--- src/rtl/i2c_master_byte.sv ---
// Byte-level I2C master: START / 8 data bits / ACK / STOP on open-drain SCL/SDA, one command at a time.
// Define I2C_MASTER_STRETCH_EN to freeze the quarter counter while a slave holds a released SCL low.
module i2c_master_byte #(
    parameter int CLK_DIV = 125,
    parameter int CNT_W   = 8
) (
    input  logic       system_clk,
    input  logic       reset,
    input  logic       cmd_valid,
    output logic       cmd_ready,
    input  logic       cmd_start,
    input  logic       cmd_stop,
    input  logic       cmd_read,
    input  logic       cmd_ack,
    input  logic [7:0] cmd_wdata,
    output logic       rsp_valid,
    output logic [7:0] rsp_rdata,
    output logic       rsp_nack,
    input  logic       scl_in,
    input  logic       sda_in,
    output logic       scl_oe,
    output logic       sda_oe,
    output logic       busy
);

    // state | meaning
    // IDLE  | waiting for a command; bus lines keep their last level
    // START | four-quarter (repeated) START condition
    // BIT   | eight data bits, four quarters each, MSB first
    // ACK   | ninth clock: slave ACK on writes, master ACK/NACK on reads
    // STOP  | four-quarter STOP condition, releases the bus
    // DONE  | one-cycle response strobe
    typedef enum logic [2:0] {
        IDLE  = 3'd0,
        START = 3'd1,
        BIT   = 3'd2,
        ACK   = 3'd3,
        STOP  = 3'd4,
        DONE  = 3'd5
    } state_t;

    localparam logic [CNT_W-1:0] CNT_LAST = CNT_W'(CLK_DIV - 1);

    state_t           state;
    logic [CNT_W-1:0] cnt;
    logic [1:0]       qtr;
    logic [2:0]       bcnt;
    logic [7:0]       shreg;
    logic             op_stop;
    logic             op_read;
    logic             op_ack;
    logic             illegal;
    logic             ack_bit;
    logic             stretch_hold;
    logic             tick;

`ifdef I2C_MASTER_STRETCH_EN
    assign stretch_hold = !scl_oe && !scl_in;
`else
    logic unused_scl;
    assign unused_scl   = scl_in;
    assign stretch_hold = 1'b0;
`endif

    assign tick = (cnt == CNT_LAST) && !stretch_hold;

    always_ff @(posedge system_clk) begin
        if (reset) begin
            state     <= IDLE;
            cnt       <= '0;
            qtr       <= 2'd0;
            bcnt      <= 3'd0;
            shreg     <= 8'h00;
            op_stop   <= 1'b0;
            op_read   <= 1'b0;
            op_ack    <= 1'b0;
            illegal   <= 1'b0;
            ack_bit   <= 1'b0;
            cmd_ready <= 1'b1;
            rsp_valid <= 1'b0;
            rsp_rdata <= 8'h00;
            rsp_nack  <= 1'b0;
            scl_oe    <= 1'b0;
            sda_oe    <= 1'b0;
            busy      <= 1'b0;
        end else begin
            rsp_valid <= 1'b0;

            if (state == IDLE || state == DONE)
                cnt <= '0;
            else if (tick)
                cnt <= '0;
            else if (!stretch_hold)
                cnt <= cnt + 1'b1;

            case (state)
                IDLE: begin
                    if (cmd_valid && cmd_ready) begin
                        cmd_ready <= 1'b0;
                        op_stop   <= cmd_stop;
                        op_read   <= cmd_read;
                        op_ack    <= cmd_ack;
                        shreg     <= cmd_wdata;
                        ack_bit   <= 1'b0;
                        qtr       <= 2'd0;
                        bcnt      <= 3'd0;
                        if (cmd_start) begin
                            // SCL is still held low from the previous byte on a repeated START
                            state  <= START;
                            scl_oe <= busy;
                            sda_oe <= 1'b0;
                            busy   <= 1'b1;
                        end else if (busy) begin
                            state  <= BIT;
                            scl_oe <= 1'b1;
                            sda_oe <= !cmd_read && !cmd_wdata[7];
                        end else begin
                            state   <= DONE;
                            illegal <= 1'b1;
                        end
                    end
                end

                START: begin
                    if (tick) begin
                        qtr <= qtr + 2'd1;
                        case (qtr)
                            2'd0: scl_oe <= 1'b0;
                            2'd1: sda_oe <= 1'b1;
                            2'd2: scl_oe <= 1'b1;
                            default: begin
                                state  <= BIT;
                                sda_oe <= !op_read && !shreg[7];
                            end
                        endcase
                    end
                end

                BIT: begin
                    if (tick) begin
                        qtr <= qtr + 2'd1;
                        case (qtr)
                            2'd1: scl_oe <= 1'b0;
                            2'd3: begin
                                shreg  <= {shreg[6:0], sda_in};
                                scl_oe <= 1'b1;
                                if (bcnt == 3'd7) begin
                                    state  <= ACK;
                                    sda_oe <= op_read && op_ack;
                                end else begin
                                    bcnt   <= bcnt + 3'd1;
                                    sda_oe <= !op_read && !shreg[6];
                                end
                            end
                            default: ;
                        endcase
                    end
                end

                ACK: begin
                    if (tick) begin
                        qtr <= qtr + 2'd1;
                        case (qtr)
                            2'd1: scl_oe <= 1'b0;
                            2'd3: begin
                                if (!op_read)
                                    ack_bit <= sda_in;
                                scl_oe <= 1'b1;
                                if (op_stop) begin
                                    state  <= STOP;
                                    sda_oe <= 1'b1;
                                end else begin
                                    state <= DONE;
                                end
                            end
                            default: ;
                        endcase
                    end
                end

                STOP: begin
                    if (tick) begin
                        qtr <= qtr + 2'd1;
                        case (qtr)
                            2'd0: scl_oe <= 1'b0;
                            2'd1: sda_oe <= 1'b0;
                            2'd3: begin
                                busy  <= 1'b0;
                                state <= DONE;
                            end
                            default: ;
                        endcase
                    end
                end

                DONE: begin
                    rsp_valid <= 1'b1;
                    cmd_ready <= 1'b1;
                    rsp_nack  <= illegal || (!op_read && ack_bit);
                    if (op_read && !illegal)
                        rsp_rdata <= shreg;
                    illegal   <= 1'b0;
                    state     <= IDLE;
                end

                default: state <= IDLE;
            endcase
        end
    end

endmodule

--- config.mk ---
export PLATFORM = sky130hd
export DESIGN_NAME = i2c_master_byte
export DESIGN_NICKNAME = d
export VERILOG_FILES = /design/src/rtl/i2c_master_byte.sv
export SDC_FILE = /design/constraint.sdc
export NUM_CORES = 1
export LEC_CHECK = 0
export ABC_AREA = 1
export BUFFER_PORTS_ARGS = -buffer_cell sky130_fd_sc_hd__buf_2
export CORE_UTILIZATION = 45
export CTS_BUF_LIST = sky130_fd_sc_hd__clkbuf_8
export CTS_CLUSTER_SIZE = 16
export DETAILED_ROUTE_END_ITERATION = 8
export SYNTH_ARGS = -nofsm -noshare
export SYNTH_HDL_FRONTEND = slang
export SYNTH_SLANG_ARGS = --single-unit
--- constraint.sdc ---
create_clock -name system_clk -period 1.99 [get_ports system_clk]
set_clock_uncertainty 0.15 [all_clocks]
set_input_delay 0.398 -clock system_clk [delete_from_list [all_inputs] [get_ports system_clk]]
set_output_delay 0.398 -clock system_clk [all_outputs]
set_load 0.02 [all_outputs]
==> Flow_metrics.wiki <==
{| class="wikitable"
! Metric !! Value
|-
| Signed area change from the synthesized netlist to the final layout || 13.1%
|-
| Die Height || 75.2 um
|-
| Via count of the first global-routing pass || 1910
|-
| Area of the placeable core || 5140 um2
|-
| Pin count of the biggest net entering global routing || 22
|-
| Clk_lat worst skew || 300 ps
|-
| Area of the mapped netlist || 2410 um2
|-
| Share of the synthesized area in the top cell type || 35.7%
|-
| Fraction of layout cells with a size suffix above 1 || 26.7%
|-
| Initial antenna violation count || 0
|-
| Routability congestion estimate || 0.873
|-
| Remaining antenna violation count || 0
|-
| Count of warnings emitted by yosys || 0
|-
| Proportion of synthesized flip-flops having asynchronous set or reset || 0%
|-
| Hold Vio Cnt, Final || 0
|-
| Crit path largest cell delay || 520 ps
|-
| Cell Count, Final, Fillers Out || 445
|-
| Slew HR || 76.2%
|-
| Clock Tree Buf Depth || 2
|-
| Worst setup SP type || register
|-
| Top Family by Delay on Critical Path || flip-flops
|-
| Hold_buf cts || 0
|-
| Io pins || 31
|-
| Setup repair after global routing missed its margin || no
|-
| Hold Path Class || input port to register
|-
| Number of levels in the clock H-tree || 2
|-
| Time the worst path needs with I/O delays and setup || 1780 ps
|-
| Count of fill cells added during filler insertion || 557
|-
| DR vias || 2127
|-
| Number of synthesized flops with an enable pin || 0
|-
| Average routed wire per standard cell || 11.7 um
|-
| Post-detail-place hpwl || 3.98 mm
|-
| Average size of a mapped cell || 7.14 um2
|-
| Cells taking the most area after synthesis || sky130_fd_sc_hd__dfxtp_1 36%, sky130_fd_sc_hd__nand2_1 12%, sky130_fd_sc_hd__nor2_1 7.5%
|-
| Cts bufs inserted || 5
|-
| Ranking of synthesized cells by instance count || 74 x sky130_fd_sc_hd__nand2_1, 48 x sky130_fd_sc_hd__nor2_1, 43 x sky130_fd_sc_hd__dfxtp_1
|-
| Most common cell in the netlist || sky130_fd_sc_hd__nand2_1
|-
| Worst vdd ir || 0.585 mV
|-
| Transition time at the pin with the least slew margin || 356 ps
|-
| Leakage || 1.29 nW
|-
| Required time of the critical path || 2070 ps
|-
| Number of antenna cells inserted || 0
|-
| Detailed-route DRC error count || 0
|-
| Vias per Instance || 4.78
|-
| Clock sinks || 43
|-
| Overflow left after global routing || 0
|-
| FP Rows || 26
|-
| Initial cell density of the core || 47.0%
|-
| Peak clock frequency supported by timing || 0.560 GHz
|-
| Wire length of the first global-routing pass || 8.91 mm
|-
| Synthesized Nets || 363
|-
| Cells after DPL || 437
|-
| Total Power || 3.41 mW
|-
| Final slew viol count || 0
|-
| Kind of critical path || register to register
|-
| Die footprint || 5660 um2
|-
| Total length of routed wires || 5.21 mm
|-
| Run status || finished clean
|-
| Max stage delay cell, worst path || sky130_fd_sc_hd__dfxtp_1
|-
| Setup crit end kind || register
|-
| Most area-hungry cell type in the Yosys netlist || sky130_fd_sc_hd__dfxtp_1
|-
| Post-synthesis cell count || 338
|-
| Worst path buffer plus inverter count || 3
|-
| Synth cell types || 33
|-
| Register area share after synthesis || 35.7%
|-
| First-pass detailed-route iteration total || 4
|-
| Quantity of I/O buffers inserted on ports || 29
|-
| Die Wd || 75.2 um
|-
| # setup viols final || 0
|-
| Setup TNS || 0 ps
|-
| DR iter-0 viols || 145
|-
| Power per cell area || 1250 nW/um2
|-
| TritonCTS clock tree || done
|-
| Max Cap Violations || 0
|-
| Arrival time reported for the critical path endpoint || 1870 ps
|-
| Clock tree root driver cell || sky130_fd_sc_hd__clkbuf_8
|-
| Top cell by count, worst path || sky130_fd_sc_hd__inv_2
|-
| Critical path, cell by cell || inv_2, nor2_2, inv_2, nor2_4, nand3_2, inv_2, o21ai_0, a21oi_1
|-
| Overall global routing resource usage || 21.1%
|-
| Clock transition at path regs || 80 ps
|-
| Ys flop type || sky130_fd_sc_hd__dfxtp_1
|-
| Crit-path max FO || 12
|-
| Crit share post-route || 89.7%
|-
| Flip-flop and latch count after synthesis || 43
|-
| Total Nets Final || 399
|-
| Core occupancy in the finished layout || 53.1%
|}
[worst register-to-register path, delay by kind of cell, from the launching register on]
| family | cells | cell delay [ps] |
|---|---|---|
| compound gates | 2 | 240 |
| buf+inv | 3 | 390 |
| flops | 1 | 520 |
| simple gates | 3 | 430 |
[metal layers]
layer  vias up  part of all wire, %  GRT usage [%]
met4         0                  1.3           8.23
met5         -                    0              0
li1       1135                    -              -
met3         7                  3.7           4.55
met1       948                   53           30.2
met2        37                   42           30.8
[worst paths after layout]
path | startpoint | end | slack [ps] | depth (start not counted)
worst max-delay path | state[0] | rsp_rdata[6] | 210 | 8
worst min-delay path | cmd_ack | op_ack | 180 | 3
worst max register to register | state[0] | rsp_rdata[6] | 210 | 8
worst min register to register | ack_bit | ack_bit | 300 | 2
[report_power, final]
group | switching, mW | total [mW] | leakage (nW) | internal (mW)
Sequential | 0.148 | 1.19 | 0.351 | 1.05
Combinational | 1.10 | 1.68 | 0.892 | 0.579
Clock | 0.297 | 0.537 | 0.0453 | 0.240
Total | 1.55 | 3.41 | 1.29 | 1.87
[metrics by stage]
step | hold WS, ps | setup slack [ps] | area (um2)
finish | 184 | 205 | 2730
global route | 190 | 17.0 | 2730
CTS | 180 | 222 | 2730
detailed placement | 292 | 235 | 2640
global placement | 287 | 248 | 2640
floorplan | 274 | 416 | 2410
[cell families after synthesis]
kind of cell,share of synthesized area [%]
and+or+nand+nor,36.8
DFF,35.7
adders and majority gates,4.15
AOI/OAI and AO/OA,13.1
xor gates and xnor gates,1.81
buffers and inverters,8.55
[timing repair]
item / in CTS / in global routing
gates resized for setup: 0 / 1
buffers inserted: 0 / 0
setup endpoints to repair: 0 / 3
[placed cells by master, fill, tap and decap left out, types with 2 or more instances in the layout]
master	instances
sky130_fd_sc_hd__nand2_1	73
sky130_fd_sc_hd__nor2_1	48
sky130_fd_sc_hd__dfxtp_1	43
sky130_fd_sc_hd__buf_2	29
sky130_fd_sc_hd__inv_1	28
sky130_fd_sc_hd__o21ai_0	23
sky130_fd_sc_hd__nor2_2	17
sky130_fd_sc_hd__nand3_1	15
sky130_fd_sc_hd__a21oi_1	14
sky130_fd_sc_hd__inv_2	10
sky130_fd_sc_hd__o21ai_1	8
sky130_fd_sc_hd__ha_1	8
sky130_fd_sc_hd__nand2_4	7
sky130_fd_sc_hd__nand2_2	6
sky130_fd_sc_hd__buf_4	6
sky130_fd_sc_hd__clkbuf_8	5
sky130_fd_sc_hd__nor2_4	4
sky130_fd_sc_hd__xor2_1	4
sky130_fd_sc_hd__nand3_2	3
sky130_fd_sc_hd__o21ai_2	3
sky130_fd_sc_hd__inv_4	3
sky130_fd_sc_hd__nand4_1	3
sky130_fd_sc_hd__a21oi_2	2
sky130_fd_sc_hd__nor3_1	2
[flip-flops by register name, indices dropped and copies added (netlist names), 2 cells and up]
| name | cells |
|---|---|
| cnt | 8 |
| rsp_rdata | 8 |
| shreg | 8 |
| bcnt | 3 |
| state | 3 |
| qtr | 2 |
[cell type report]
class | instances | area, um2 | area share (%)
multi-input combinational | 249 | 1350 | 49.4
tap | 70 | 87.6 | 3.21
timing repair buffer | 35 | 190 | 6.97
clock inverter | 3 | 16.3 | 0.596
clock buffer | 5 | 68.8 | 2.52
inverter | 40 | 158 | 5.77
sequential | 43 | 861 | 31.5
Power figures use the tool's default switching activity.
